`src/rtl/smu_spi_pkg.sv`:
```
// Shared constants and types for the SPI frame receiver.
package smu_spi_pkg;

    localparam int unsigned FRAME_BITS = 16;
    localparam int unsigned ADDR_BITS  = 8;
    localparam int unsigned ERR_CNT_W  = 8;

    // IDLE: CS high; SHIFT: receiving up to FRAME_BITS; OVERRUN: too many bits seen.
    typedef enum logic [1:0] {
        StIdle    = 2'd0,
        StShift   = 2'd1,
        StOverrun = 2'd2
    } state_e;

endpackage

```
`src/rtl/sync_ff.sv`:
```
// Two-flop synchronizer with an optional third flop for edge detection.
module sync_ff #(
    parameter logic RESET_VAL = 1'b0,
    parameter bit   EDGE_DET  = 1'b1
) (
    input  logic clk,
    input  logic rst_n,
    input  logic d,
    output logic q,
    output logic rise,
    output logic fall
);

    logic meta_q;
    logic sync_q;

    // Two-stage synchronizer for the asynchronous input.
    always_ff @(posedge clk or negedge rst_n) begin
        if (!rst_n) begin
            meta_q <= RESET_VAL;
            sync_q <= RESET_VAL;
        end else begin
            meta_q <= d;
            sync_q <= meta_q;
        end
    end

    assign q = sync_q;

    if (EDGE_DET) begin : g_edge
        logic prev_q;

        // Delayed copy of the synchronized level for edge detection.
        always_ff @(posedge clk or negedge rst_n) begin
            if (!rst_n) begin
                prev_q <= RESET_VAL;
            end else begin
                prev_q <= sync_q;
            end
        end

        assign rise = sync_q & ~prev_q;
        assign fall = ~sync_q & prev_q;
    end else begin : g_no_edge
        assign rise = 1'b0;
        assign fall = 1'b0;
    end

endmodule

```
`src/rtl/spi_frame_rx.sv`:
```
// SPI slave frame receiver: oversampled SPI, address-triggered read, frame checking.
module spi_frame_rx #(
    parameter int unsigned FRAME_BITS = smu_spi_pkg::FRAME_BITS,
    parameter int unsigned ADDR_BITS  = smu_spi_pkg::ADDR_BITS
) (
    input  logic                                clk,
    input  logic                                rst_n,
    input  logic                                spi_clk,
    input  logic                                spi_cs,
    input  logic                                spi_mosi,
    output logic                                spi_miso,
    output logic                                rd_req,
    output logic [ADDR_BITS-1:0]                rd_addr,
    input  logic [FRAME_BITS-ADDR_BITS-1:0]     rd_data,
    output logic                                frame_valid,
    output logic [FRAME_BITS-1:0]               frame_data,
    output logic                                frame_err,
    output logic [smu_spi_pkg::ERR_CNT_W-1:0]   err_cnt
);

    import smu_spi_pkg::*;

    localparam int unsigned DATA_BITS = FRAME_BITS - ADDR_BITS;
    localparam int unsigned CNT_W     = $clog2(FRAME_BITS + 2);

    localparam logic [CNT_W-1:0] CNT_FULL      = CNT_W'(FRAME_BITS);
    localparam logic [CNT_W-1:0] CNT_SAT       = CNT_W'(FRAME_BITS + 1);
    localparam logic [CNT_W-1:0] CNT_ADDR_LAST = CNT_W'(ADDR_BITS - 1);
    localparam logic [ERR_CNT_W-1:0] ERR_MAX   = {ERR_CNT_W{1'b1}};

    // Synchronized SPI inputs and their edges.
    logic sclk_lvl, sclk_rise, sclk_fall;
    logic cs_lvl, cs_rise, cs_fall_raw;
    logic mosi_s, mosi_rise, mosi_fall;

    sync_ff #(
        .RESET_VAL (1'b0),
        .EDGE_DET  (1'b1)
    ) u_sync_clk (
        .clk   (clk),
        .rst_n (rst_n),
        .d     (spi_clk),
        .q     (sclk_lvl),
        .rise  (sclk_rise),
        .fall  (sclk_fall)
    );

    sync_ff #(
        .RESET_VAL (1'b1),
        .EDGE_DET  (1'b1)
    ) u_sync_cs (
        .clk   (clk),
        .rst_n (rst_n),
        .d     (spi_cs),
        .q     (cs_lvl),
        .rise  (cs_rise),
        .fall  (cs_fall_raw)
    );

    sync_ff #(
        .RESET_VAL (1'b0),
        .EDGE_DET  (1'b0)
    ) u_sync_mosi (
        .clk   (clk),
        .rst_n (rst_n),
        .d     (spi_mosi),
        .q     (mosi_s),
        .rise  (mosi_rise),
        .fall  (mosi_fall)
    );

    logic unused_sync;
    assign unused_sync = ^{sclk_lvl, cs_lvl, mosi_rise, mosi_fall};

    // State and datapath registers.
    state_e                 state_q, state_d;
    logic [CNT_W-1:0]       bit_cnt_q, bit_cnt_d;
    logic [FRAME_BITS-1:0]  shift_q, shift_d;
    logic [DATA_BITS-1:0]   tx_q, tx_d;
    logic                   tx_armed_q, tx_armed_d;
    logic                   miso_q, miso_d;
    logic                   rd_req_q, rd_req_d;
    logic [ADDR_BITS-1:0]   rd_addr_q, rd_addr_d;
    logic                   frame_valid_q, frame_valid_d;
    logic                   frame_err_q, frame_err_d;
    logic [FRAME_BITS-1:0]  frame_data_q, frame_data_d;
    logic [ERR_CNT_W-1:0]   err_cnt_q, err_cnt_d;
    logic [1:0]             holdoff_q, holdoff_d;

    // The CS synchronizer resets high; if CS is already low when reset lifts, the flush
    // looks like a falling edge. Ignore CS falls until the synchronizer has settled so a
    // frame interrupted by reset is never picked up halfway.
    logic cs_fall;
    assign cs_fall   = cs_fall_raw && (holdoff_q == 2'd0);
    assign holdoff_d = (holdoff_q != 2'd0) ? holdoff_q - 2'd1 : holdoff_q;

    // A CS rising edge wins over any coincident spi_clk edge.
    logic sample, tx_edge;
    assign sample  = sclk_fall && !cs_rise;
    assign tx_edge = sclk_rise && !cs_rise;

    // Next-state logic for the frame FSM and all datapath registers.
    always_comb begin
        state_d       = state_q;
        bit_cnt_d     = bit_cnt_q;
        shift_d       = shift_q;
        tx_d          = tx_q;
        tx_armed_d    = tx_armed_q;
        miso_d        = miso_q;
        rd_req_d      = 1'b0;
        rd_addr_d     = rd_addr_q;
        frame_valid_d = 1'b0;
        frame_err_d   = 1'b0;
        frame_data_d  = frame_data_q;
        err_cnt_d     = err_cnt_q;

        // Read data arrives the cycle after the request.
        if (rd_req_q) begin
            tx_d       = rd_data;
            tx_armed_d = 1'b1;
        end

        unique case (state_q)
            StIdle: begin
                miso_d     = 1'b0;
                tx_armed_d = 1'b0;
                if (cs_fall) begin
                    state_d   = StShift;
                    bit_cnt_d = '0;
                    shift_d   = '0;
                end
            end
            StShift, StOverrun: begin
                if (cs_rise) begin
                    state_d    = StIdle;
                    miso_d     = 1'b0;
                    tx_armed_d = 1'b0;
                    if (state_q == StShift && bit_cnt_q == CNT_FULL) begin
                        frame_valid_d = 1'b1;
                        frame_data_d  = shift_q;
                    end else begin
                        frame_err_d = 1'b1;
                        if (err_cnt_q != ERR_MAX) begin
                            err_cnt_d = err_cnt_q + ERR_CNT_W'(1);
                        end
                    end
                end else begin
                    if (sample) begin
                        shift_d = {shift_q[FRAME_BITS-2:0], mosi_s};
                        if (bit_cnt_q != CNT_SAT) begin
                            bit_cnt_d = bit_cnt_q + CNT_W'(1);
                        end
                        if (state_q == StShift && bit_cnt_q == CNT_ADDR_LAST) begin
                            rd_req_d  = 1'b1;
                            rd_addr_d = {shift_q[ADDR_BITS-2:0], mosi_s};
                        end
                        if (bit_cnt_q >= CNT_FULL) begin
                            state_d    = StOverrun;
                            miso_d     = 1'b0;
                            tx_armed_d = 1'b0;
                        end
                    end
                    if (tx_edge && state_q == StShift && tx_armed_q) begin
                        miso_d = tx_q[DATA_BITS-1];
                        tx_d   = {tx_q[DATA_BITS-2:0], 1'b0};
                    end
                    if (state_q == StOverrun) begin
                        miso_d = 1'b0;
                    end
                end
            end
            default: begin
                state_d = StIdle;
                miso_d  = 1'b0;
            end
        endcase
    end

    // State register update.
    always_ff @(posedge clk or negedge rst_n) begin
        if (!rst_n) begin
            state_q       <= StIdle;
            bit_cnt_q     <= '0;
            shift_q       <= '0;
            tx_q          <= '0;
            tx_armed_q    <= 1'b0;
            miso_q        <= 1'b0;
            rd_req_q      <= 1'b0;
            rd_addr_q     <= '0;
            frame_valid_q <= 1'b0;
            frame_err_q   <= 1'b0;
            frame_data_q  <= '0;
            err_cnt_q     <= '0;
            holdoff_q     <= 2'd3;
        end else begin
            state_q       <= state_d;
            bit_cnt_q     <= bit_cnt_d;
            shift_q       <= shift_d;
            tx_q          <= tx_d;
            tx_armed_q    <= tx_armed_d;
            miso_q        <= miso_d;
            rd_req_q      <= rd_req_d;
            rd_addr_q     <= rd_addr_d;
            frame_valid_q <= frame_valid_d;
            frame_err_q   <= frame_err_d;
            frame_data_q  <= frame_data_d;
            err_cnt_q     <= err_cnt_d;
            holdoff_q     <= holdoff_d;
        end
    end

    assign spi_miso    = miso_q;
    assign rd_req      = rd_req_q;
    assign rd_addr     = rd_addr_q;
    assign frame_valid = frame_valid_q;
    assign frame_err   = frame_err_q;
    assign frame_data  = frame_data_q;
    assign err_cnt     = err_cnt_q;

endmodule

```
`config.mk`:
```
export PLATFORM = sky130hd
export DESIGN_NAME = spi_frame_rx
export DESIGN_NICKNAME = d
export VERILOG_FILES = /design/src/rtl/smu_spi_pkg.sv /design/src/rtl/sync_ff.sv /design/src/rtl/spi_frame_rx.sv
export SDC_FILE = /design/constraint.sdc
export NUM_CORES = 1
export LEC_CHECK = 0
export ABC_AREA = 1
export CAP_MARGIN = 30
export CORE_AREA = 4 4 95 97
export CTS_CLUSTER_DIAMETER = 30
export DETAILED_ROUTE_END_ITERATION = 12
export DIE_AREA = 0 0 99 101
export DONT_BUFFER_PORTS = 1
export GPL_ROUTABILITY_DRIVEN = 0
export SLEW_MARGIN = 0
export SYNTH_ARGS = -nofsm -noshare
export SYNTH_HDL_FRONTEND = slang
export SYNTH_HIERARCHICAL = 1
export SYNTH_SLANG_ARGS = --single-unit
export TNS_END_PERCENT = 1
```
`constraint.sdc`:
```
create_clock -name clk -period 4.3 [get_ports clk]
set_clock_uncertainty 0.1 [all_clocks]
set_input_delay 0.43 -clock clk [delete_from_list [all_inputs] [get_ports clk]]
set_output_delay 0.43 -clock clk [all_outputs]
set_load 0.005 [all_outputs]
```
# Word level (Yosys, flattened, before mapping)

Cells that the tools add are included.

Register bits: 78
Bits in latches: 0
Bits in writable memories: 0
ROM bits: 0
Input bits: 13
Output and inout bits: 36
Logic and storage cells: 108
Memories: 0

Add/sub/neg operators: 3
Multiply operators: 0
Div/mod/pow operators: 0
$lt $le $gt $ge: 1
Equal/unequal tests: 14
Shift operators: 0
Mux-type cells: 39
Bitwise logic cells: 10
Reduce and logical (&&, ||, !) cells: 20

Operators by type and width:

| cell                  | count |
|---|---|
| $mux W16              | 3 |
| $mux W8               | 4 |
| $pmux W16 S2          | 1 |
| $mux W1               | 20 |
| $mux W5               | 4 |
| $ne A5 B5 Y1 const B  | 3 |
| $reduce_and A4 Y1     | 3 |
| $pmux W5 S2           | 1 |
| $add A8 B1 Y8 const B | 1 |
| $mux W2               | 4 |
| $ne A2 B2 Y1 const B  | 4 |
| $ne A8 B8 Y1 const B  | 1 |
| $logic_and A1 B1 Y1   | 7 |
| $ne A3 B3 Y1 const B  | 2 |
| $not A1 Y1            | 6 |
| $reduce_and A3 Y1     | 2 |
| $add A5 B1 Y5 const B | 1 |
| $eq A5 B3 Y1 const B  | 1 |
| $eq A5 B5 Y1 const B  | 1 |
| $ge A5 B5 Y1 const B  | 1 |
| $reduce_and A5 Y1     | 1 |
| $and A1 B1 Y1         | 4 |
| $logic_not A2 Y1      | 2 |
| $pmux W2 S2           | 1 |
| 8 further kinds       | 9 |

# Depth between registers and ports, before layout

Gate-level depths: netlist (run 1).

Depth after elaboration: 10
Depth in mapped cells: 10
Mapped depth without buffers: 9

# Cells and area by module

Netlist (run 1), hierarchy kept.

Modules (own cells, without submodules):

| module                | instances | cells each | area each (sq um) | seq. area each (sq um) |
|---|---|---|---|---|
| spi_frame_rx          | 1         | 405        | 3,330.7           | 1,754.2 |
| sync_ff (u_sync_cs)   | 1         | 7          | 93.8              | 78.8 |
| sync_ff (u_sync_clk)  | 1         | 7          | 90.1              | 75.1 |
| sync_ff (u_sync_mosi) | 1         | 5          | 68.8              | 50.0 |

# Least setup slack after synthesis (run 1)

OpenSTA, ideal clock, no wires.

Path kind: register to register
From: register u_sync_cs.sync_q, in the netlist u_sync_cs/q
To: register err_cnt_q[0], in the netlist err_cnt[0]
Setup time: 65 ps
Data arrival time: 1,443 ps
Required time: 4,135 ps
Setup slack: 2,692 ps
Stages on the path, launching flop included: 9
Path buffers: 0
Clock period less this slack: 1,608 ps
Cells stage by stage: dfstp_2 -> inv_1 -> nor2_1 -> nand2_2 -> inv_2 -> nand2_1 -> nor2_2 -> nand2_1 -> nand2_1

Longest elaborated chain between the ends: 2

RTL lines:

| what                        | line                | source |
|---|---|---|
| from (decl)                 | sync_ff.sv:15       | `logic sync_q;` |
| from (signal assigned)      | sync_ff.sv:24       | `sync_q <= meta_q;` |
| $and A1 B1 Y1               | sync_ff.sv:42       | `assign rise = sync_q & ~prev_q;` |
| named net cs_rise           | spi_frame_rx.sv:33  | `logic cs_lvl, cs_rise, cs_fall_raw;` |
| $reduce_and A4 Y1 (no line) | -                   |  |
| to (signal assigned)        | spi_frame_rx.sv:207 | `err_cnt_q <= err_cnt_d;` |
| to (decl)                   | spi_frame_rx.sv:87  | `logic [ERR_CNT_W-1:0] err_cnt_q, err_cnt_d;` |

The timed path passes the listed nets, and every way through them passes these cells.
A chain may end at the register's enable or synchronous reset.

# Worst setup path after layout (run 1)

From: register state_q[1]
To: register bit_cnt_q[1]

Longest elaborated chain between the ends: 4
Elaborated cells between the ends (all ways): 11
Classes of those cells: eq/ne: 6; mux: 1; reduce/logical: 4

RTL lines:

| what                                                                | line                | source |
|---|---|---|
| from (decl)                                                         | spi_frame_rx.sv:76  | `state_e state_q, state_d;` |
| from (signal assigned)                                              | spi_frame_rx.sv:182 | `state_q <= StIdle;` |
| from (signal assigned)                                              | spi_frame_rx.sv:196 | `state_q <= state_d;` |
| $eq A2 B1 Y1 / $eq A2 B2 Y1 (equally long branches)                 | spi_frame_rx.sv:123 | `unique case (state_q)` |
| $reduce_or A2 Y1                                                    | spi_frame_rx.sv:123 |  |
| $ne A2 B2 Y1 (no line) / $reduce_bool A2 Y1 (equally long branches) | -                   |  |
| $reduce_and A5 Y1 (no line)                                         | -                   |  |
| to (signal assigned)                                                | spi_frame_rx.sv:197 | `bit_cnt_q <= bit_cnt_d;` |
| to (decl)                                                           | spi_frame_rx.sv:77  | `logic [CNT_W-1:0] bit_cnt_q, bit_cnt_d;` |

Parallel ways exist; a longest one is shown, timed or not.

==> results.md, run 1 <==
- Outcome: finished clean
- Worst Path Max Fanout: 33
- CP Data Required Time: 4430 ps
- Pre-CTS setup slack: 1750 ps
- Clock tree buffer depth: 2
- Syn Area/Cell: 8.47 um2
- Tmin final: 2540 ps
- Slew Viols, Final: 0
- Mapped Nets: 443
- # resized after CTS: 0
- DRT antenna net count: 0
- IO buf count: 0
- Largest net degree at the start of global routing: 79
- Row count: 33
- Sequential cell area: 1960 um2
- Most frequent CP cell: nand2_1
- Cells after synthesis: 421
- Fillers: 767
- CTS buffer count: 9
- Lkg Pwr: 2.04 nW
- Layout cells sized above 1: 0.0816
- Clock network power share: 0.319
- Cts-stage hold buffer count: 4
- Die Ht: 101 um
- Global-route usage over all layers: 0.150
- Critical Setup Path Class: register to register
- TritonCTS clock tree: yes
- # Post-CTS Setup Buffers: 0
- Worst Setup End Kind: register
- Setup violators final: 0
- Core area: 8130 um2
- Htree depth: 3
- Final hold violations: 0
- Logic pwr share: 0.234
- Post-route clock period utilization: 0.591
- Buf/Inv on CP: 2
- Layout area overhead: 9.44%
- Hold Path Stages: 4
- Sw Ratio: 0.341
- Pint: 0.00130 W
- DR vias/cell: 4.83
- Starting density of the core: 0.438
- Hold Path Class: input port to register
- DIE WIDTH: 99 um
- Die footprint: 10000 um2
- Crit path cell chain: inv_1, ha_1, inv_2, nand2_1, nand2_1, nand2_2, nor2_1, nand2_1, nand2_1
- Highest metal used: met4
- Worst Path Arrival: 2680 ps
- Cell family with most CP delay: simple AND/OR/NAND/NOR gates
- Max-slew headroom: 0.523
- PwrDens: 504 nW/um2
- First-pass GRT wire length: 12100 um
- Vias in the first global route: 2534
- Multi-input logic area: 1350 um2
- Startpoint Class: register
- Worst Tran Pin Value: 716 ps
- Via count: 2577
- Switching pwr: 0.000670 W
- Hpwl dp: 4630 um
- Grt total ovfl: 0
- Worst vdd ir: 0.000253 V
- Hold Slack: 215 ps
- Worst skew pair latency: 340 ps
- Slowest stage delay, CP: 750 ps
- Met1 wire length: 3270 um
- Antenna violations before repair: 0
- Cells on worst reg2reg path: 9
- Post-Syn Area: 3560 um2
- Reg power frac: 0.447
- TritonCTS Sinks: 78
- Stages on worst setup path: 9
- Remaining DRCs: 0
- DP Area: 3600 um2
- WL final: 6950 um
- RSZ-0062 raised after global routing: no
- WL/cell: 13.0 um
- Worst Setup Slack, final: 1760 ps
- Setup_tns: 0 ps
- First DRT Iteration DRCs: 85
- CTS root buffer: clkbuf_8
- # nets final: 446
- Max-cap violations: 0
- Syn. warnings: 6
- Pre-antenna DRT Iters: 4
- Met2 WL post-DR: 3270 um
- Met3 wire len: 327 um
- Worst-path clk slew: 70 ps
- Top Ports: 49
- Antenna diode count: 0
- Post-route cell area: 3900 um2
- Slowest-stage cell, CP: ha_1
- Max frequency: 0.393 GHz
-- worst paths after layout --
path	from	slack [ps]	endpoint
setup / recovery	state_q[1]$_DFFE_PN0P_	1760	bit_cnt_q[1]$_DFFE_PN0P_
hold / removal	rd_data[0]	220	tx_q[0]$_DFF_PN0_
setup reg to reg	state_q[1]$_DFFE_PN0P_	1760	bit_cnt_q[1]$_DFFE_PN0P_
hold reg to reg	u_sync_mosi/meta_q$_DFF_PN0_	260	u_sync_mosi/q$_DFF_PN0_
max in group asynchronous	rst_n	3230	u_sync_cs/meta_q$_DFF_PN1_
min in group asynchronous	rst_n	560	frame_err$_DFF_PN0_
-- placed cells by master, fill, tap and decap left out, drive strengths merged --
cell	instances
dfstp	5
nand2	179
dfrtp	73
nand3b	1
buf	1
a21oi	3
xnor2	2
dlygate4sd3	4
o21ai	51
inv	41
nand4	7
nand3	12
xor2	1
clkinv	2
bufinv	2
o21bai	1
nor2	22
clkbuf	13
ha	9
-- area by class of cell --
class                   count  share of cell area
multi-input cells         288               0.346
inverters                  42              0.0407
well taps                 105              0.0337
clock buffers              13              0.0433
repair buffers              5              0.0173
clock inverters             3              0.0167
flip-flops and latches     78               0.502
-- power by group through the flow --
stage | clock network [W] | registers, W | logic [W]
after floorplan | 0 | 0.000865 | 0.000395
after global placement | 0 | 0.000890 | 0.000430
after detailed placement | 0 | 0.000895 | 0.000439
after CTS | 0.000648 | 0.000880 | 0.000464
after global routing | 0.000678 | 0.000889 | 0.000537
final | 0.000629 | 0.000879 | 0.000460
-- per-layer routing --
metal / up-vias / GRT usage
met5: - / 0
met4: 0 / 0.0473
met3: 9 / 0.0436
met2: 38 / 0.243
met1: 1211 / 0.195
li1: 1319 / -
-- tightest hold or removal path, delay by kind of cell --
kind                   cells  cell delay (ps)
and+or+nand+nor            2               90
buffers and inverters      1               40
AOI/OAI and AO/OA          1               60
-- flip-flops by register name (all words and copies together), names as in the netlist, 2 cells and up --
name        flops
frame_data     16
shift_q        16
err_cnt         8
rd_addr         8
tx_q            8
bit_cnt_q       5
holdoff_q       2
state_q         2
-- metrics by stage --
stage,power [W],utilization,std cells
after CTS,0.00199,0.478,533
final,0.00197,0.480,534
after floorplan,0.00126,-,421
after detailed placement,0.00133,0.443,513
after global routing,0.00210,0.480,534
after global placement,0.00132,0.443,513
Power figures use the tool's default switching activity.
==> inputs of run 2 (changes only) <==
==> constraint.sdc (replaced) <==
create_clock -name clk -period 2.55 [get_ports clk]
set_clock_uncertainty 0.1 [all_clocks]
set_input_delay 0.255 -clock clk [delete_from_list [all_inputs] [get_ports clk]]
set_output_delay 0.255 -clock clk [all_outputs]
set_load 0.005 [all_outputs]
==> run 2 against run 1 <==
  * Via count fell by 0.74%
  * Wire length fell by 1.9%
  * Setup slack got worse by 1200 ps
  * Count of clock-buffer cells in the layout did not move
  * Critical path depth fell by 1
  * Final area fell by 0.45%
  * Utilization fell by 0.22 points
  * Critical endpoint is now err_cnt[3]$_DFFE_PN0P_
  * Hold slack got worse by 190 ps
  * Largest power group unchanged
==> results.md, run 2 (same netlist as run 1, synthesis figures left out) <==
- Slew Viols, Final: 0 (unchanged)
- Slowest stage delay, CP: 540 ps (-210 ps)
- Max-cap violations: 0 (unchanged)
- Top Ports: 49 (unchanged)
- Buf/Inv on CP: 2 (unchanged)
- # nets final: 448 (+0.45%)
- Switching pwr: 0.00114 W (+70%)
- Pint: 0.00209 W (+61%)
- DR vias/cell: 4.77 (-1.1%)
- Vias in the first global route: 2456 (-3.1%)
- Commonest non-fill, non-tap cells in the layout: 177 x nand2_1, 73 x dfrtp_1, 40 x o21ai_0, 39 x inv_1, 17 x nor2_1
- Clock network power share: 0.289 (-0.030)
- Cell family with most CP delay: simple AND/OR/NAND/NOR gates
- Remaining DRCs: 0 (unchanged)
- Clock tree buffer depth: 2 (unchanged)
- TritonCTS Sinks: 78 (unchanged)
- IO buf count: 0 (unchanged)
- Tmin final: 2020 ps (-525 ps)
- Antenna diode count: 0 (unchanged)
- # resized after CTS: 0 (unchanged)
- Post-route clock period utilization: 0.791 (+0.200)
- CTS root buffer: clkbuf_8
- Hold Path Class: input port to register
- Via count: 2558 (-0.74%)
- WL final: 6820 um (-1.9%)
- First-pass GRT wire length: 11800 um (-2.7%)
- Worst vdd ir: 0.000318 V (+26%)
- Crit path cell chain: inv_1, nor2_1, nand2_2, inv_2, nand2_1, nor2_2, nand2_1, nand2_1
- Global-route usage over all layers: 0.148 (-0.00183)
- Worst Setup End Kind: register
- Outcome: finished clean
- Logic pwr share: 0.252 (+0.018)
- Worst Path Max Fanout: 18 (-45%)
- Max-slew headroom: 0.669 (+0.146)
- Slowest-stage cell, CP: dfstp_2
- PwrDens: 831 nW/um2 (+65%)
- Sw Ratio: 0.352 (+0.0115)
- Pre-antenna DRT Iters: 4 (unchanged)
- First DRT Iteration DRCs: 140 (+65%)
- Commonest non-fill, non-tap cell in the layout: nand2_1
- WL/cell: 12.7 um (-2.3%)
- Final hold violations: 0 (unchanged)
- Grt total ovfl: 0 (unchanged)
- Hpwl dp: 4580 um (-0.96%)
- DRT antenna net count: 0 (unchanged)
- Worst-path clk slew: 80 ps (about the same)
- DIE WIDTH: 99 um (unchanged)
- Layout cells sized above 1: 0.0835 (+0.00194)
- Layout area overhead: 8.95%
- Htree depth: 3 (unchanged)
- RSZ-0062 raised after global routing: no
- Antenna violations before repair: 0 (unchanged)
- Worst Path Arrival: 2200 ps (-480 ps)
- Most frequent CP cell: nand2_1
- Die Ht: 101 um (unchanged)
- Core area: 8130 um2 (unchanged)
- Startpoint Class: register
- Worst Tran Pin Value: 497 ps (-219 ps)
- Setup_tns: 0 ps (unchanged)
- Lkg Pwr: 2.03 nW (-0.53%)
- CTS buffer count: 9 (unchanged)
- TritonCTS clock tree: yes
- Critical Setup Path Class: register to register
- Largest net degree at the start of global routing: 79 (unchanged)
- Starting density of the core: 0.438 (unchanged)
- CP Data Required Time: 2740 ps (-1690 ps)
- Row count: 33 (unchanged)
- Setup violators final: 0 (unchanged)
- Worst skew pair latency: 340 ps (about the same)
- Die footprint: 10000 um2 (unchanged)
- Reg power frac: 0.459 (+0.012)
- Total power draw: 0.00323 W (+64%)
- Max frequency: 0.496 GHz (+26%)
==> run 2: worst register-to-register path: stages (launching register included) <==
cell and delay (ps):
dfstp_2 540, inv_1 40, nor2_1 270, nand2_2 310
inv_2 180, nand2_1 100, nor2_2 250, nand2_1 90
nand2_1 70
==> run 2: through the flow <==
| stage | setup slack (ps) | cell area, um2 | hold slack, ps | util | std cells |
|---|---|---|---|---|---|
| floorplan | 942 | 3560 | -141 | - | 421 |
| global placement | 581 | 3610 | -136 | 0.444 | 515 |
| detailed placement | 549 | 3610 | -136 | 0.444 | 515 |
| CTS | 525 | 3880 | 17.2 | 0.477 | 536 |
| global route | 301 | 3880 | 36.5 | 0.477 | 536 |
| finish | 533 | 3880 | 30.2 | 0.477 | 536 |
==> run 2: layout make-up <==
| type | count | area (um2) |
|---|---|---|
| fillers | 786 | 4250 |
| flip-flops and latches | 78 | 1960 |
| multi-input cells | 288 | 1350 |
| clock buffers | 13 | 159 |
| inverters | 42 | 159 |
| well taps | 105 | 131 |
| repair buffers | 7 | 82.6 |
| clock inverters | 3 | 42.5 |
==> run 2: worst paths after layout <==
path                                              from                  endpoint  slack [ps]  depth (start not counted)
setup / recovery                 u_sync_cs/q$_DFF_PN1_    err_cnt[3]$_DFFE_PN0P_         530                          8
hold / removal                              rd_data[0]         tx_q[0]$_DFF_PN0_          30                          4
setup reg to reg                 u_sync_cs/q$_DFF_PN1_    err_cnt[3]$_DFFE_PN0P_         530                          8
hold reg to reg            u_sync_clk/meta_q$_DFF_PN0_    u_sync_clk/q$_DFF_PN0_         250                          0
max in group asynchronous                        rst_n  bit_cnt_q[1]$_DFFE_PN0P_        1650                          2
min in group asynchronous                        rst_n    state_q[0]$_DFFE_PN0P_         350                          2
==> run 2: timing repair <==
action / CTS / global route
endpoints found under the setup margin: 0 / 0
hold endpoints to repair: 81 / 0
hold buffers: 5 / 0
buffers inserted: 0 / 0
==> run 2: metal layers <==
layer | vias to the layer above | routed length [um] | GRT usage
met5 | - | 0 | 0
li1 | 1321 | - | -
met1 | 1186 | 3160 | 0.186
met3 | 8 | 351 | 0.0381
met2 | 43 | 3180 | 0.237
met4 | 0 | 127 | 0.0777
==> run 2: power by group through the flow <==
stage | Clock, W | Sequential [W] | Combinational, W
finish | 0.000934 | 0.00148 | 0.000812
CTS | 0.000965 | 0.00148 | 0.000827
detailed placement | 0 | 0.00151 | 0.000783
floorplan | 0 | 0.00146 | 0.000666
global placement | 0 | 0.00150 | 0.000777
global route | 0.00102 | 0.00150 | 0.000941
